==> config.mk <==
export PLATFORM = sky130hd
export DESIGN_NAME = keypad_scanner
export DESIGN_NICKNAME = d
export VERILOG_FILES = /design/src/rtl/keypad_scanner.sv
export SDC_FILE = /design/constraint.sdc
export NUM_CORES = 1
export LEC_CHECK = 0
export CORE_UTILIZATION = 60
export CTS_BUF_LIST = sky130_fd_sc_hd__clkbuf_4 sky130_fd_sc_hd__clkbuf_8
export DETAILED_ROUTE_END_ITERATION = 7
export DONT_BUFFER_PORTS = 1
export PLACE_DENSITY = 0.77
export SLEW_MARGIN = 20
export SYNTH_ARGS = -nofsm -noshare
export SYNTH_HDL_FRONTEND = slang
export SYNTH_SLANG_ARGS = --single-unit
==> constraint.sdc <==
create_clock -name CLK -period 9.11 [get_ports CLK]
set_clock_uncertainty 0.05 [all_clocks]
set_input_delay 0.4555 -clock CLK [delete_from_list [all_inputs] [get_ports CLK]]
set_output_delay 0.4555 -clock CLK [all_outputs]
set_load 0.02 [all_outputs]
==> src/rtl/keypad_scanner.sv <==
// 3x4 matrix keypad scanner with per-sweep debounce, feeding a digital lock.
// Optional macro KEYPAD_GHOST_REJECT_EN blanks KEYS/STAR/HASH on multi-key states.
module keypad_scanner #(
  parameter int unsigned SCAN_DIV       = 4,
  parameter int unsigned DEBOUNCE_SCANS = 3
) (
  input  logic       CLK,
  input  logic       RESET,
  input  logic [3:0] ROW,
  output logic [2:0] COL,
  output logic [9:0] KEYS,
  output logic       STAR,
  output logic       HASH,
  output logic       KEY_VALID,
  output logic [3:0] KEY_CODE,
  output logic       MULTI
);

  typedef enum logic [1:0] {
    SLOT_C0 = 2'd0,
    SLOT_C1 = 2'd1,
    SLOT_C2 = 2'd2
  } slot_e;

  localparam logic [15:0] LAST_CYC     = 16'(SCAN_DIV - 1);
  localparam logic [3:0]  ACCEPT_MATCH = 4'(DEBOUNCE_SCANS - 1);

  // Raw snapshots are indexed col*4 + row; this reorders them into
  // {#, *, 9..0} so the key-facing logic can work in digit order.
  function automatic logic [11:0] to_logical(input logic [11:0] s);
    return {s[11], s[3], s[10], s[6], s[2], s[9], s[5], s[1], s[8], s[4], s[0], s[7]};
  endfunction

  function automatic logic [3:0] count_ones(input logic [11:0] v);
    logic [3:0] n;
    n = '0;
    for (int i = 0; i < 12; i++) n = n + {3'b000, v[i]};
    return n;
  endfunction

  function automatic logic [3:0] digit_bcd(input logic [9:0] d);
    logic [3:0] code;
    code = '0;
    for (int i = 9; i >= 0; i--) if (d[i]) code = 4'(i);
    return code;
  endfunction

  slot_e       slot_q, slot_d;
  logic [15:0] cyc_q, cyc_d;
  logic [3:0]  row_meta_q, row_sync_q;
  logic [11:0] raw_q, raw_d;
  logic [11:0] prev_q, prev_d;
  logic [11:0] acc_q, acc_d;
  logic [3:0]  match_q, match_d;
  logic        vld_pend_q, vld_pend_d;

  logic [9:0]  keys_q, keys_d;
  logic        star_q, star_d;
  logic        hash_q, hash_d;
  logic        multi_q, multi_d;
  logic        key_valid_q, key_valid_d;
  logic [3:0]  key_code_q, key_code_d;

  logic        sweep_end;
  logic [11:0] snap_logical;
  logic [11:0] acc_logical;
  logic [11:0] shown;

  // Scan and debounce datapath.
  always_comb begin
    // NOTE: every always_comb output gets a default first so no path can infer a latch.
    slot_d       = slot_q;
    cyc_d        = cyc_q + 16'd1;
    raw_d        = raw_q;
    prev_d       = prev_q;
    match_d      = match_q;
    acc_d        = acc_q;
    vld_pend_d   = 1'b0;
    sweep_end    = 1'b0;
    snap_logical = '0;

    if (cyc_q == LAST_CYC) begin
      cyc_d = '0;
      unique case (slot_q)
        SLOT_C0: begin
          raw_d[3:0] = ~row_sync_q;
          slot_d     = SLOT_C1;
        end
        SLOT_C1: begin
          raw_d[7:4] = ~row_sync_q;
          slot_d     = SLOT_C2;
        end
        SLOT_C2: begin
          raw_d[11:8] = ~row_sync_q;
          slot_d      = SLOT_C0;
          sweep_end   = 1'b1;
        end
        default: slot_d = SLOT_C0;
      endcase
    end

    if (sweep_end) begin
      snap_logical = to_logical(raw_d);
      prev_d       = raw_d;
      if (raw_d == prev_q) match_d = (match_q == 4'd15) ? 4'd15 : match_q + 4'd1;
      else                 match_d = '0;

      if ((match_d == ACCEPT_MATCH) && (raw_d != acc_q)) begin
        acc_d = raw_d;
        // Strobe only for a fresh single-digit press out of an all-released state.
        vld_pend_d = (acc_q == '0) && (count_ones(raw_d) == 4'd1)
                     && (snap_logical[11:10] == 2'b00);
      end
    end
  end

  // Output stage: derived from the accepted state, one cycle behind it.
  always_comb begin
    acc_logical = to_logical(acc_q);
    multi_d     = (count_ones(acc_q) >= 4'd2);
`ifdef KEYPAD_GHOST_REJECT_EN
    shown       = multi_d ? '0 : acc_logical;
`else
    // Isolate the lowest set bit: digits 0..9 first, then *, then #.
    shown       = acc_logical & (~acc_logical + 12'd1);
`endif
    keys_d      = shown[9:0];
    star_d      = shown[10];
    hash_d      = shown[11];
    key_valid_d = vld_pend_q;
    key_code_d  = vld_pend_q ? digit_bcd(acc_logical[9:0]) : key_code_q;
  end

  // NOTE: state is updated with non-blocking assignments so every flop samples pre-edge values.
  always_ff @(posedge CLK) begin
    if (RESET) begin
      // NOTE: snapshot registers are reset too, so the first sweep compares against a known empty state.
      slot_q      <= SLOT_C0;
      cyc_q       <= '0;
      row_meta_q  <= '0;
      row_sync_q  <= '0;
      raw_q       <= '0;
      prev_q      <= '0;
      acc_q       <= '0;
      match_q     <= '0;
      vld_pend_q  <= 1'b0;
      keys_q      <= '0;
      star_q      <= 1'b0;
      hash_q      <= 1'b0;
      multi_q     <= 1'b0;
      key_valid_q <= 1'b0;
      key_code_q  <= '0;
    end else begin
      slot_q      <= slot_d;
      cyc_q       <= cyc_d;
      row_meta_q  <= ROW;
      row_sync_q  <= row_meta_q;
      raw_q       <= raw_d;
      prev_q      <= prev_d;
      acc_q       <= acc_d;
      match_q     <= match_d;
      vld_pend_q  <= vld_pend_d;
      keys_q      <= keys_d;
      star_q      <= star_d;
      hash_q      <= hash_d;
      multi_q     <= multi_d;
      key_valid_q <= key_valid_d;
      key_code_q  <= key_code_d;
    end
  end

  always_comb begin
    unique case (slot_q)
      SLOT_C1: COL = 3'b101;
      SLOT_C2: COL = 3'b011;
      default: COL = 3'b110;
    endcase
  end

  assign KEYS      = keys_q;
  assign STAR      = star_q;
  assign HASH      = hash_q;
  assign MULTI     = multi_q;
  assign KEY_VALID = key_valid_q;
  assign KEY_CODE  = key_code_q;

endmodule

# --- Word level (Yosys, flattened, before mapping) ---
# Index checks and enable logic that the tools add are counted.
op_classes:
  add_sub_neg: 25
  n_bitwise: 5
  n_eq_ne: 8
  muxes: 21
  magnitude_cmp: 1
  reduce_logical: 9
ops:
  columns: ["cell", "n"]
  rows:
  - ["$add 4x1->4", 16]
  - ["$mux 4", 16]
  - ["$add 16x1->16 const B", 1]
  - ["$eq 16x2->1 const B", 1]
  - ["$add 12x1->12 const B", 1]
  - ["$and 12x12->12", 1]
  - ["$eq 12x12->1", 1]
  - ["$logic_not 12->1", 1]
  - ["$mux 12", 1]
  - ["$ne 12x12->1", 1]
  - ["$not 12->12", 1]
  - ["$add 3x1->4", 2]
  - ["$add 2x1->3", 2]
  - ["$pmux 3 s2", 1]
  - ["$add 1x1->2", 2]
  - ["$add 4x1->4 const B", 1]
  - ["$eq 4x1->1 const B", 1]
  - ["$eq 4x2->1 const B", 1]
  - ["$eq 4x4->1 const B", 1]
  - ["$ge 4x2->1 const B", 1]
  - ["$logic_not 2->1", 2]
  - ["$not 4->4", 1]
  - ["$pmux 2 s2", 1]
  - ["$logic_and 1x1->1", 3]
  - ["other kinds (7)", 9]
totals:
  in_bits: 6
  output_inout_bits: 21
  ff_bits: 85
  wordCells: 84

# --- Logic depth before layout (Yosys ltp) ---
# Gate-level depths: netlist (run 1).
depth:
  word_depth: 17
  mapped_depth: 21
  ltp_nobuf: 20

# --- Worst setup path after synthesis (run 1) ---
# Ideal clock, no wire load.
synth_timing:
  kind: "reg-to-reg"
  startpoint: "register cyc_q[0]"
  endpoint: "register vld_pend_q (netlist: key_valid_d)"
  stages_incl_launch_ff: 20
  n_path_buf: 2
  setup_time_ns: 0.065
  setup_slack_ns: 3.997
  arrival_ns: 4.999
  required_ns: 8.995
  period_less_slack_ns: 5.113
  cell_sequence: "dfxtp_1 -> ha_1 -> nor4b_4 -> nand4_1 -> buf_2 -> clkbuf_1 -> a21oi_1 -> fa_1 -> fa_1 -> fa_1 -> inv_1 -> fa_1 -> ha_1 -> inv_1 -> fa_1 -> nor4b_1 -> nand4_1 -> a21oi_1 -> nand4_1 -> nor2_1"
synth_via:
  elab_chain_cells: 16
  elab_cells_between_ends: 27
  classes_between: "11 x add/sub; 5 x eq/ne; 4 x mux; 2 x bitwise; 5 x reduce/logical"
synth_lines:
  columns: ["item", "line_no", "source"]
  rows:
  - ["start: declaration", "49", "logic [15:0] cyc_q, cyc_d;"]
  - ["start signal: assignment", "155", "cyc_q <= cyc_d;"]
  - ["$eq 16x2->1 *", "82", "if (cyc_q == LAST_CYC) begin"]
  - ["$mux 12", "82", null]
  - ["$add 1x1->2", "37", "for (int i = 0; i < 12; i++) n = n + {3'b000, v[i]};"]
  - ["$add 2x1->3", "37", null]
  - ["$add 3x1->4", "37", null]
  - ["$add 4x1->4 (8 in series)", "37", null]
  - ["$eq 4x1->1", "111", "vld_pend_d = (acc_q == '0) && (count_ones(raw_d) == 4'd1)"]
  - ["$logic_and 1x1->1", "111", null]
  - ["$logic_and 1x1->1", "112", "&& (snap_logical[11:10] == 2'b00);"]
  - ["end signal: assignment", "162", "vld_pend_q <= vld_pend_d;"]
  - ["end: declaration", "55", "logic vld_pend_q, vld_pend_d;"]
# Every way passes the cells marked *; elsewhere a longest branch is shown, timed or not. The select of a mux whose other input is x is not followed.
# A chain may end at the register's enable or synchronous reset.

# --- Worst setup path in the final report (run 1) ---
layout_timing:
  startpoint: "register slot_q[0]"
  endpoint: "register vld_pend_q (netlist: key_valid_d)"
layout_via:
  elab_chain_cells: 17
  elab_cells_between_ends: 33
  classes_between: "11 x add/sub; 6 x eq/ne; 8 x mux; 2 x bitwise; 6 x reduce/logical"
layout_lines:
  columns: ["item", "line_no", "source"]
  rows:
  - ["start: declaration", "48", "slot_e slot_q, slot_d;"]
  - ["start signal: assignment", "154", "slot_q <= slot_d;"]
  - ["$logic_not 2->1", "84", "unique case (slot_q)"]
  - ["$mux 4", "84", null]
  - ["$mux 12", "82", null]
  - ["$add 1x1->2", "37", null]
  - ["$add 2x1->3", "37", null]
  - ["$add 3x1->4", "37", null]
  - ["$add 4x1->4 (8 in series)", "37", null]
  - ["$eq 4x1->1", "111", null]
  - ["$logic_and 1x1->1", "111", null]
  - ["$logic_and 1x1->1", "112", null]
# Parallel ways exist; a longest one is shown, timed or not. The select of a mux whose other input is x is not followed.

==> results of run 1 <==
-- report_power, final --
group	switching, mW	internal (mW)
combinational	0.0433	0.0277
sequential	0.00594	0.376
clock	0.137	0.217
total	0.186	0.621
-- worst max path at each step --
stage / slack [ns] / to / from / cells after the start
after floorplan: 4.00 / key_valid_d$_SDFF_PP0_ / cyc_q[0]$_SDFF_PP0_ / 19
after global placement: 3.95 / key_valid_d$_SDFF_PP0_ / slot_q[0]$_SDFFE_PP0N_ / 18
after detailed placement: 3.70 / key_valid_d$_SDFF_PP0_ / slot_q[0]$_SDFFE_PP0N_ / 18
after CTS: 3.69 / key_valid_d$_SDFF_PP0_ / slot_q[0]$_SDFFE_PP0N_ / 18
after global routing: 3.33 / key_valid_d$_SDFF_PP0_ / slot_q[0]$_SDFFE_PP0N_ / 18
final: 3.58 / key_valid_d$_SDFF_PP0_ / slot_q[0]$_SDFFE_PP0N_ / 18
-- flip-flops by register name, indices dropped and copies added (netlist names), 2 cells and up --
name,flops
KEYS,10
KEY_CODE,4
acc_q,12
cyc_q,16
match_q,4
prev_q,12
raw_q,12
row_meta_q,4
row_sync_q,4
slot_q,2
-- layout make-up --
type                            count  area share (%)
Clock inverter                      6            2.73
Tap cell                           99            2.52
Inverter                           43            3.29
Sequential cell                    85            34.7
Clock buffer                       10            2.80
Timing Repair Buffer                1           0.153
Multi-Input combinational cell    367            53.8
-- cells in the final DEF (no fill, tap or decap), types with 3 or more instances in the layout --
cell / count
sky130_fd_sc_hd__bufinv_16: 4
sky130_fd_sc_hd__dfxtp_1: 85
sky130_fd_sc_hd__ha_1: 16
sky130_fd_sc_hd__nor2b_1: 14
sky130_fd_sc_hd__o22ai_1: 5
sky130_fd_sc_hd__and4_1: 3
sky130_fd_sc_hd__xor2_1: 19
sky130_fd_sc_hd__mux2i_1: 9
sky130_fd_sc_hd__o21ai_1: 4
sky130_fd_sc_hd__fa_1: 14
sky130_fd_sc_hd__nor2_1: 79
sky130_fd_sc_hd__nand2b_1: 6
sky130_fd_sc_hd__o21ai_0: 13
sky130_fd_sc_hd__clkbuf_8: 10
sky130_fd_sc_hd__nand4_1: 8
sky130_fd_sc_hd__and3_1: 7
sky130_fd_sc_hd__inv_1: 41
sky130_fd_sc_hd__or3_1: 7
sky130_fd_sc_hd__a21oi_1: 27
sky130_fd_sc_hd__mux2_4: 9
sky130_fd_sc_hd__nor4_1: 9
sky130_fd_sc_hd__nor4b_4: 3
sky130_fd_sc_hd__a211oi_1: 10
sky130_fd_sc_hd__nand2_1: 33
sky130_fd_sc_hd__xnor2_1: 8
sky130_fd_sc_hd__nand3_1: 13
sky130_fd_sc_hd__nor3_1: 8
-- kinds of logic (layout without fill, tap and decap cells) --
| group | Yosys count | count (layout) | share of synthesized area, % |
|---|---|---|---|
| xor gates and xnor gates | 27 | 27 | 5.12 |
| DFF | 85 | 85 | 36.8 |
| and+or+nand+nor | 200 | 200 | 23.0 |
| AOI/OAI and AO/OA | 89 | 89 | 12.8 |
| muxes | 21 | 21 | 5.85 |
| adders and majority gates | 30 | 30 | 10.4 |
| buffers and inverters | 67 | 60 | 6.01 |
-- routing by layer --
metal / global-route usage (%) / part of all wire [%] / vias to the layer above
li1: - / - / 1762
met1: 33.6 / 40 / 1754
met2: 47.6 / 48 / 185
met3: 4.74 / 6.9 / 57
met4: 16.8 / 5.0 / 0
met5: 0 / 0 / -
==> parameters.txt, run 1 <==
Parameter                              Value

Routing
  Final antenna-violating net count ... 0
  Wirelength per Cell ... 17.7 µm
  Number of DRC violations after detailed routing ... 0
  DRT Pass-1 Iters ... 5
  Number of vias in the routed layout ... about 3800
  Via count normalized by instance count ... approximately 6.2
  Initial drt markers ... approximately 290
  WL final ... between 10000 and 15000 µm

Setup path
  CP cell instances ... inv_1 -> ha_1 -> nor4b_4 -> nand4_4 -> mux2i_1 -> fa_1 -> fa_1 -> fa_1 -> inv_1 -> fa_1 -> ha_1 -> inv_1 -> fa_1 -> nor4b_1 -> nand4_1 -> a21oi_1 -> nand4_1 -> nor2_1
  Worst setup path class ... reg -> reg
  Crit path capture type ... register
  Most used cell along the critical path ... sky130_fd_sc_hd__fa_1
  Kind of start point of the critical path ... register
  Critical Path RT ... 9.35 ns
  Endpoint of the most critical register-to-register path ... key_valid_d$_SDFF_PP0_
  Kind of cell adding the most delay to the critical path ... adder cells
  Critical path buffer and inverter count ... 3
  Delay of the slowest cell on the worst path ... 0.50 ns
  Beginning of the worst register-to-register path ... slot_q[0]$_SDFFE_PP0N_
  Arrival time of data at the critical path endpoint ... 5.78 ns
  Reg-to-reg setup timing slack ... 3.58 ns
  Path depth of the worst reg2reg path ... 18
  Crit Path Max Fanout ... 15
  Slowest-stage cell, CP ... sky130_fd_sc_hd__fa_1

Clocking
  TritonCTS clock tree ... yes
  Number of buffers created by CTS ... 9
  Clock slew at the register clock pins of the worst setup and hold paths ... 0.09 ns
  Buffers inserted during post-CTS setup optimization ... 0
  Longest Clk Path Bufs ... 2
  Worst-skew pair later-pin latency ... 0.36 ns
  Clock sink count ... 85
  PostCTS Resize Cnt ... 0
  Number of buffers added to fix hold violations after cts ... 0
  Depth of the CTS H-tree ... 3
  Root Driver ... sky130_fd_sc_hd__clkbuf_8

Timing
  Worst Hold Margin ... ~0.1 ns
  Least-Margin Pin Slew ... 0.980 ns
  Total setup violations reported at the end of the flow ... 0
  Final Cycle Share ... 60.7%
  Setup TNS Final ... 0 ns
  PnR worst setup slack ... 3.58 ns
  Headroom to the max-slew limit ... between 30% and 40%
  Post-layout min period ... 5.53 ns
  Highest achievable clock rate ... 181 MHz
  Count of pins over their slew limit ... 0
  Unrepaired setup endpoints after global routing ... false
  Count of endpoints failing hold in the final timing report ... 0

Placement
  Routability-driven placement congestion ratio ... 0.929
  Placed Cells incl. Taps ... just under 600
  Post-Place Worst Slack ... approximately 3.7 ns
  HPWL Detailed ... 7760 µm
  Number of port buffers ... 0
  Area of placed instances ... approximately 0.0046 mm²

Synthesis
  Post-Synthesis Net Count ... between 500 and 600
  Number of register bits inferred by synthesis ... 85
  Cell types with the highest counts after synthesis ... 85 x sky130_fd_sc_hd__dfxtp_1, 79 x sky130_fd_sc_hd__nor2_1, 41 x sky130_fd_sc_hd__inv_1
  Post-synth ARST share ... 0%
  Cells taking the most area after synthesis ... sky130_fd_sc_hd__dfxtp_1 37%, sky130_fd_sc_hd__nor2_1 6.4%, sky130_fd_sc_hd__fa_1 6.1%
  Yosys Warn Count ... 0
  Number of enable-type register cells in the synthesized netlist ... 0
  Cell area after synthesis ... 0.00462 mm²
  Area leader, netlist ... sky130_fd_sc_hd__dfxtp_1
  Number of instances in the synthesized netlist ... roughly 520
  Leading register cell type out of synthesis ... sky130_fd_sc_hd__dfxtp_1
  Distinct cell type count of the synthesized netlist ... a little under 60
  Area share of the largest cell type after synthesis ... 36.8%
  Synth Area per Inst ... 8.91 µm²
  Proportion of synthesized chip area in sequential cells ... 36.8%
  Most repeated cell in the gate-level netlist after synthesis ... sky130_fd_sc_hd__dfxtp_1

GRT
  Via count of the first global-routing pass ... 3748
  Antenna violations before repair ... 0
  Tot GR Track Use ... between 20% and 30%
  Maximum number of pins on one net before global-route repair ... 64
  Overflow left after global routing ... 0
  Global-route wire length before repair ... approximately 18000 µm

Layout
  Final cell count without fillers ... just over 600
  Cell area after layout ... ~0.0049 mm²
  Area taken by flip-flops and latches ... between 0.0015 and 0.002 mm²
  P&R area growth vs syn ... 6.20%
  Number of filler cells placed in the layout ... 612
  Count of antenna diodes in the layout ... 0
  Fraction of layout instances using a drive strength above 1 ... 8.20%
  Net total in the final layout ... between 500 and 600
  Core occupancy in the finished layout ... between 60% and 70%
  Multi-input gate area ... 0.00264 mm²

Min path
  Cell count of the worst hold path ... 1
  Type of the worst min-delay path ... in -> reg
  Critical hold path startpoint ... RESET
  Hold Crit Endpoint ... KEY_VALID$_SDFF_PP0_

Outcome
  Outcome ... completed

Floorplanning
  Top-Level Pins ... 27
  Die extent in y ... around 90 µm
  Num rows ... 31
  Width of the chip ... 89.8 µm
  Area enclosed by the die boundary ... between 0.008 and 0.009 mm²
  Starting Density ... a little over three fifths
  Std-Cell Core Area ... 0.00733 mm²

Power
  Leakage power of the design ... around 2.0 nW
  Worst IR Drop VDD ... around 0.12 mV
  Power density normalized to cell area ... between 150 and 200 mW/mm²
  Post-route total power ... slightly above 0.8 mW

Run
  Max-cap violations ... 0
Note: power is estimated with default switching activity, not from simulation.
==> inputs of run 2 (changes only) <==
--- a/config.mk
+++ b/config.mk
@@ -5,6 +5,7 @@
 export SDC_FILE = /design/constraint.sdc
 export NUM_CORES = 1
 export LEC_CHECK = 0
+export ABC_AREA = 1
 export CORE_UTILIZATION = 60
 export CTS_BUF_LIST = sky130_fd_sc_hd__clkbuf_4 sky130_fd_sc_hd__clkbuf_8
 export DETAILED_ROUTE_END_ITERATION = 7
==> constraint.sdc (replaced) <==
create_clock -name CLK -period 5.8 [get_ports CLK]
set_clock_uncertainty 0.05 [all_clocks]
set_input_delay 0.29 -clock CLK [delete_from_list [all_inputs] [get_ports CLK]]
set_output_delay 0.29 -clock CLK [all_outputs]
set_load 0.02 [all_outputs]
==> parameters.txt, run 2 <==
Parameter                              Value

Layout
  Fraction of layout instances using a drive strength above 1 ... 9.13% (+0.93 points)
  Core occupancy in the finished layout ... 67.9% (+0.92 points)
  Final cell count without fillers ... 767 (+26%)
  Net total in the final layout ... 700 (+29%)
  Count of antenna diodes in the layout ... 0 (unchanged)
  Commonest non-fill, non-tap cell in the layout ... sky130_fd_sc_hd__nand2_1
  Multi-input gate area ... 0.00255 mm² (-3.5%)
  Number of filler cells placed in the layout ... 679 (+11%)
  Area taken by flip-flops and latches ... 0.00170 mm² (unchanged)
  Register with the most flip-flops ... cyc_q
  Top library cells by usage in the layout, fill and taps aside ... 136 x sky130_fd_sc_hd__nand2_1, 97 x sky130_fd_sc_hd__nor2_1, 92 x sky130_fd_sc_hd__inv_1
  Cell area after layout ... 0.00503 mm² (+2.4%)
  P&R area growth vs syn ... 6.92%
  Largest register FFs ... 16 (unchanged)

GRT
  Met2 track demand over resource ... 49.9% (+2.3 points)
  Layer with the highest usage ... met2
  Tot GR Track Use ... 30.4% (+2.3 points)
  Routing usage on met3 ... 6.06% (+1.3 points)
  Overflow left after global routing ... 0 (unchanged)
  Maximum number of pins on one net before global-route repair ... 39 (-39%)
  Via count of the first global-routing pass ... 4075 (+8.7%)
  Antenna violations before repair ... 0 (unchanged)
  Global-route wire length before repair ... 19600 µm (+9.2%)
  Met1 Resource Use GR ... 38.8% (+5.1 points)

Synthesis
  Number of enable-type register cells in the synthesized netlist ... 0 (unchanged)
  Most repeated cell in the gate-level netlist after synthesis ... sky130_fd_sc_hd__nand2_1
  Distinct cell type count of the synthesized netlist ... 35 (-41%)
  Area share of the largest cell type after synthesis ... 36.2% (-0.64 points)
  Area leader, netlist ... sky130_fd_sc_hd__dfxtp_1
  Leading register cell type out of synthesis ... sky130_fd_sc_hd__dfxtp_1
  Post-Synthesis Net Count ... 697 (+26%)
  Post-synth ARST share ... 0% (unchanged)
  Cell types with the highest counts after synthesis ... 136 x sky130_fd_sc_hd__nand2_1, 97 x sky130_fd_sc_hd__nor2_1, 92 x sky130_fd_sc_hd__inv_1
  Synth Area per Inst ... 7.12 µm² (-20%)
  Cells taking the most area after synthesis ... sky130_fd_sc_hd__dfxtp_1 36%, sky130_fd_sc_hd__nand2_1 11%, sky130_fd_sc_hd__nor2_1 7.7%
  Yosys Warn Count ... 0 (unchanged)
  Number of register bits inferred by synthesis ... 85 (unchanged)
  Cell area after synthesis ... 0.00470 mm² (+1.8%)
  Proportion of synthesized chip area in sequential cells ... 36.2% (-0.64 points)
  Number of instances in the synthesized netlist ... 661 (+27%)

Power
  Power density normalized to cell area ... 266 mW/mm² (+61%)
  Post-route total power ... 1.34 mW (+65%)
  Leakage power of the design ... 2.29 nW (+15%)
  Worst IR Drop VDD ... 0.237 mV (+100%)

Setup path
  Critical path buffer and inverter count ... 3 (unchanged)
  Most used cell along the critical path ... sky130_fd_sc_hd__fa_1
  Crit path capture type ... register
  Kind of cell adding the most delay to the critical path ... adder cells
  CP cell instances ... ha_1 -> inv_1 -> nor2_2 -> nand2_1 -> nor2_4 -> nand2_2 -> nand2_1 -> nand2_1 -> fa_1 -> fa_1 -> fa_1 -> inv_1 -> fa_1 -> ha_1 -> inv_1 -> fa_1 -> and3b_1 -> nand4_1 -> a2111oi_0 -> nand2_1 -> nor2_1
  Slowest-stage cell, CP ... sky130_fd_sc_hd__fa_1
  Critical Path RT ... 6.05 ns (-3.30 ns)
  Arrival time of data at the critical path endpoint ... 5.49 ns (-0.29 ns)
  Path depth of the worst reg2reg path ... 21 (+3)
  Kind of start point of the critical path ... register
  Delay of the slowest cell on the worst path ... 0.59 ns (+0.09 ns)
  Worst setup path class ... reg -> reg
  Logic depth of the worst setup path including buffers ... 21 (+3)
  Crit Path Max Fanout ... 11 (-4)

Min path
  Type of the worst min-delay path ... in -> reg
  Cell count of the worst hold path ... 3 (+2)

Floorplanning
  Area enclosed by the die boundary ... 0.00820 mm² (+1.7%)
  Starting Density ... 63.5% (+0.44 points)
  Num rows ... 31 (unchanged)
  Top-Level Pins ... 27 (unchanged)
  Die extent in y ... 90.5 µm (+0.86%)
  Width of the chip ... 90.5 µm (+0.86%)
  Std-Cell Core Area ... 0.00741 mm² (+1.1%)

Clocking
  Clock sink count ... 85 (unchanged)
  Root Driver ... sky130_fd_sc_hd__clkbuf_8
  Clock slew at the register clock pins of the worst setup and hold paths ... 0.08 ns (about the same)
  PostCTS Resize Cnt ... 0 (unchanged)
  Buffers inserted during post-CTS setup optimization ... 0 (unchanged)
  TritonCTS clock tree ... yes
  Longest Clk Path Bufs ... 2 (unchanged)
  Number of buffers created by CTS ... 9 (unchanged)
  Depth of the CTS H-tree ... 3 (unchanged)
  Number of buffers added to fix hold violations after cts ... 5 (+5)
  Worst-skew pair later-pin latency ... 0.37 ns (about the same)

Routing
  Via count normalized by instance count ... 5.54 (-10%)
  Number of vias in the routed layout ... 4248 (+13%)
  Wirelength per Cell ... 15.4 µm (-13%)
  Initial drt markers ... 320 (+10%)
  Final antenna-violating net count ... 0 (unchanged)
  DRT Pass-1 Iters ... 5 (unchanged)
  WL final ... 11800 µm (+8.7%)
  Number of DRC violations after detailed routing ... 0 (unchanged)

Timing
  Count of pins over their slew limit ... 0 (unchanged)
  Worst Hold Margin ... 0.0902 ns (-0.0126 ns)
  Least-Margin Pin Slew ... 0.903 ns (-0.0767 ns)
  Total setup violations reported at the end of the flow ... 0 (unchanged)
  Post-layout min period ... 5.24 ns (-0.291 ns)
  Setup TNS Final ... 0 ns (unchanged)
  Count of endpoints failing hold in the final timing report ... 0 (unchanged)
  Unrepaired setup endpoints after global routing ... false
  Highest achievable clock rate ... 191 MHz (+5.6%)
  Final Cycle Share ... 90.4% (+30 points)
  PnR worst setup slack ... 0.558 ns (-3.02 ns)
  Headroom to the max-slew limit ... 39.4% (+4.8 points)

Placement
  HPWL Detailed ... 8630 µm (+11%)
  Post-Place Worst Slack ... 0.578 ns (-3.12 ns)
  Routability-driven placement congestion ratio ... 0.931 (+0.22%)
  Area of placed instances ... 0.00475 mm² (+2.3%)
  Placed Cells incl. Taps ... 747 (+26%)
  Number of port buffers ... 0 (unchanged)

Outcome
  Outcome ... completed

Run
  Max-cap violations ... 0 (unchanged)
[run 2: cell types whose count changed in the layout (fill, tap and decap cells not counted), moves of 9 or more]
| cell | before | now |
|---|---|---|
| sky130_fd_sc_hd__a21oi_1 | 27 | 38 |
| sky130_fd_sc_hd__mux2_4 | 9 | 0 |
| sky130_fd_sc_hd__o21ai_0 | 13 | 29 |
| sky130_fd_sc_hd__nor2b_1 | 14 | 0 |
| sky130_fd_sc_hd__nand2_2 | 0 | 16 |
| sky130_fd_sc_hd__nor2_1 | 79 | 97 |
| sky130_fd_sc_hd__mux2i_1 | 9 | 0 |
| sky130_fd_sc_hd__nand2_1 | 33 | 136 |
| sky130_fd_sc_hd__a211oi_1 | 10 | 0 |
| sky130_fd_sc_hd__xor2_1 | 19 | 3 |
| sky130_fd_sc_hd__inv_1 | 41 | 92 |
| sky130_fd_sc_hd__nand3_1 | 13 | 51 |
[run 2: kinds of logic after synthesis]
| kind of cell | synth area share, % |
|---|---|
| xor+xnor | 0.745 |
| compound gates | 8.17 |
| buf+inv | 9.60 |
| flops | 36.2 |
| simple gates | 35.1 |
| fa+ha+maj | 10.2 |
[run 2: layout make-up]
class	count	share of cell area [%]
sequential	85	33.8
clock buffer	10	2.74
inverter	98	7.37
clock inverter	5	1.69
multi-input combinational	465	50.7
tap	99	2.46
timing repair buffer	5	1.19
[run 2: where the power goes]
group          switching, mW  internal [mW]  leakage, nW  total, mW
clock network          0.223          0.253        0.109      0.476
registers            0.00947          0.595        0.688      0.605
logic                  0.167         0.0873         1.50      0.255
[run 2: final timing paths]
check,startpoint,endpoint,slack [ns]
worst max register to register,cyc_q[0]$_SDFF_PP0_,key_valid_d$_SDFF_PP0_,0.56
worst max-delay path,cyc_q[0]$_SDFF_PP0_,key_valid_d$_SDFF_PP0_,0.56
worst min register to register,row_meta_q[2]$_SDFF_PP0_,row_sync_q[2]$_SDFF_PP0_,0.37
worst min-delay path,RESET,KEYS[7]$_SDFF_PP0_,0.09
[run 2: worst reg2reg max path: stages, from the launching register on]
cell and delay (ns):
sky130_fd_sc_hd__dfxtp_1 0.38, sky130_fd_sc_hd__ha_1 0.22, sky130_fd_sc_hd__inv_1 0.09, sky130_fd_sc_hd__nor2_2 0.12, sky130_fd_sc_hd__nand2_1 0.10, sky130_fd_sc_hd__nor2_4 0.19, sky130_fd_sc_hd__nand2_2 0.22, sky130_fd_sc_hd__nand2_1 0.18
sky130_fd_sc_hd__nand2_1 0.14, sky130_fd_sc_hd__fa_1 0.59, sky130_fd_sc_hd__fa_1 0.45, sky130_fd_sc_hd__fa_1 0.50, sky130_fd_sc_hd__inv_1 0.05, sky130_fd_sc_hd__fa_1 0.47, sky130_fd_sc_hd__ha_1 0.16, sky130_fd_sc_hd__inv_1 0.06
sky130_fd_sc_hd__fa_1 0.48, sky130_fd_sc_hd__and3b_1 0.17, sky130_fd_sc_hd__nand4_1 0.08, sky130_fd_sc_hd__a2111oi_0 0.30, sky130_fd_sc_hd__nand2_1 0.09, sky130_fd_sc_hd__nor2_1 0.12
[run 2: metal layers]
metal	share of wire, %	up-vias
met2	47	150
met5	0	-
li1	-	2085
met4	2.9	0
met1	43	1987
met3	7.4	26
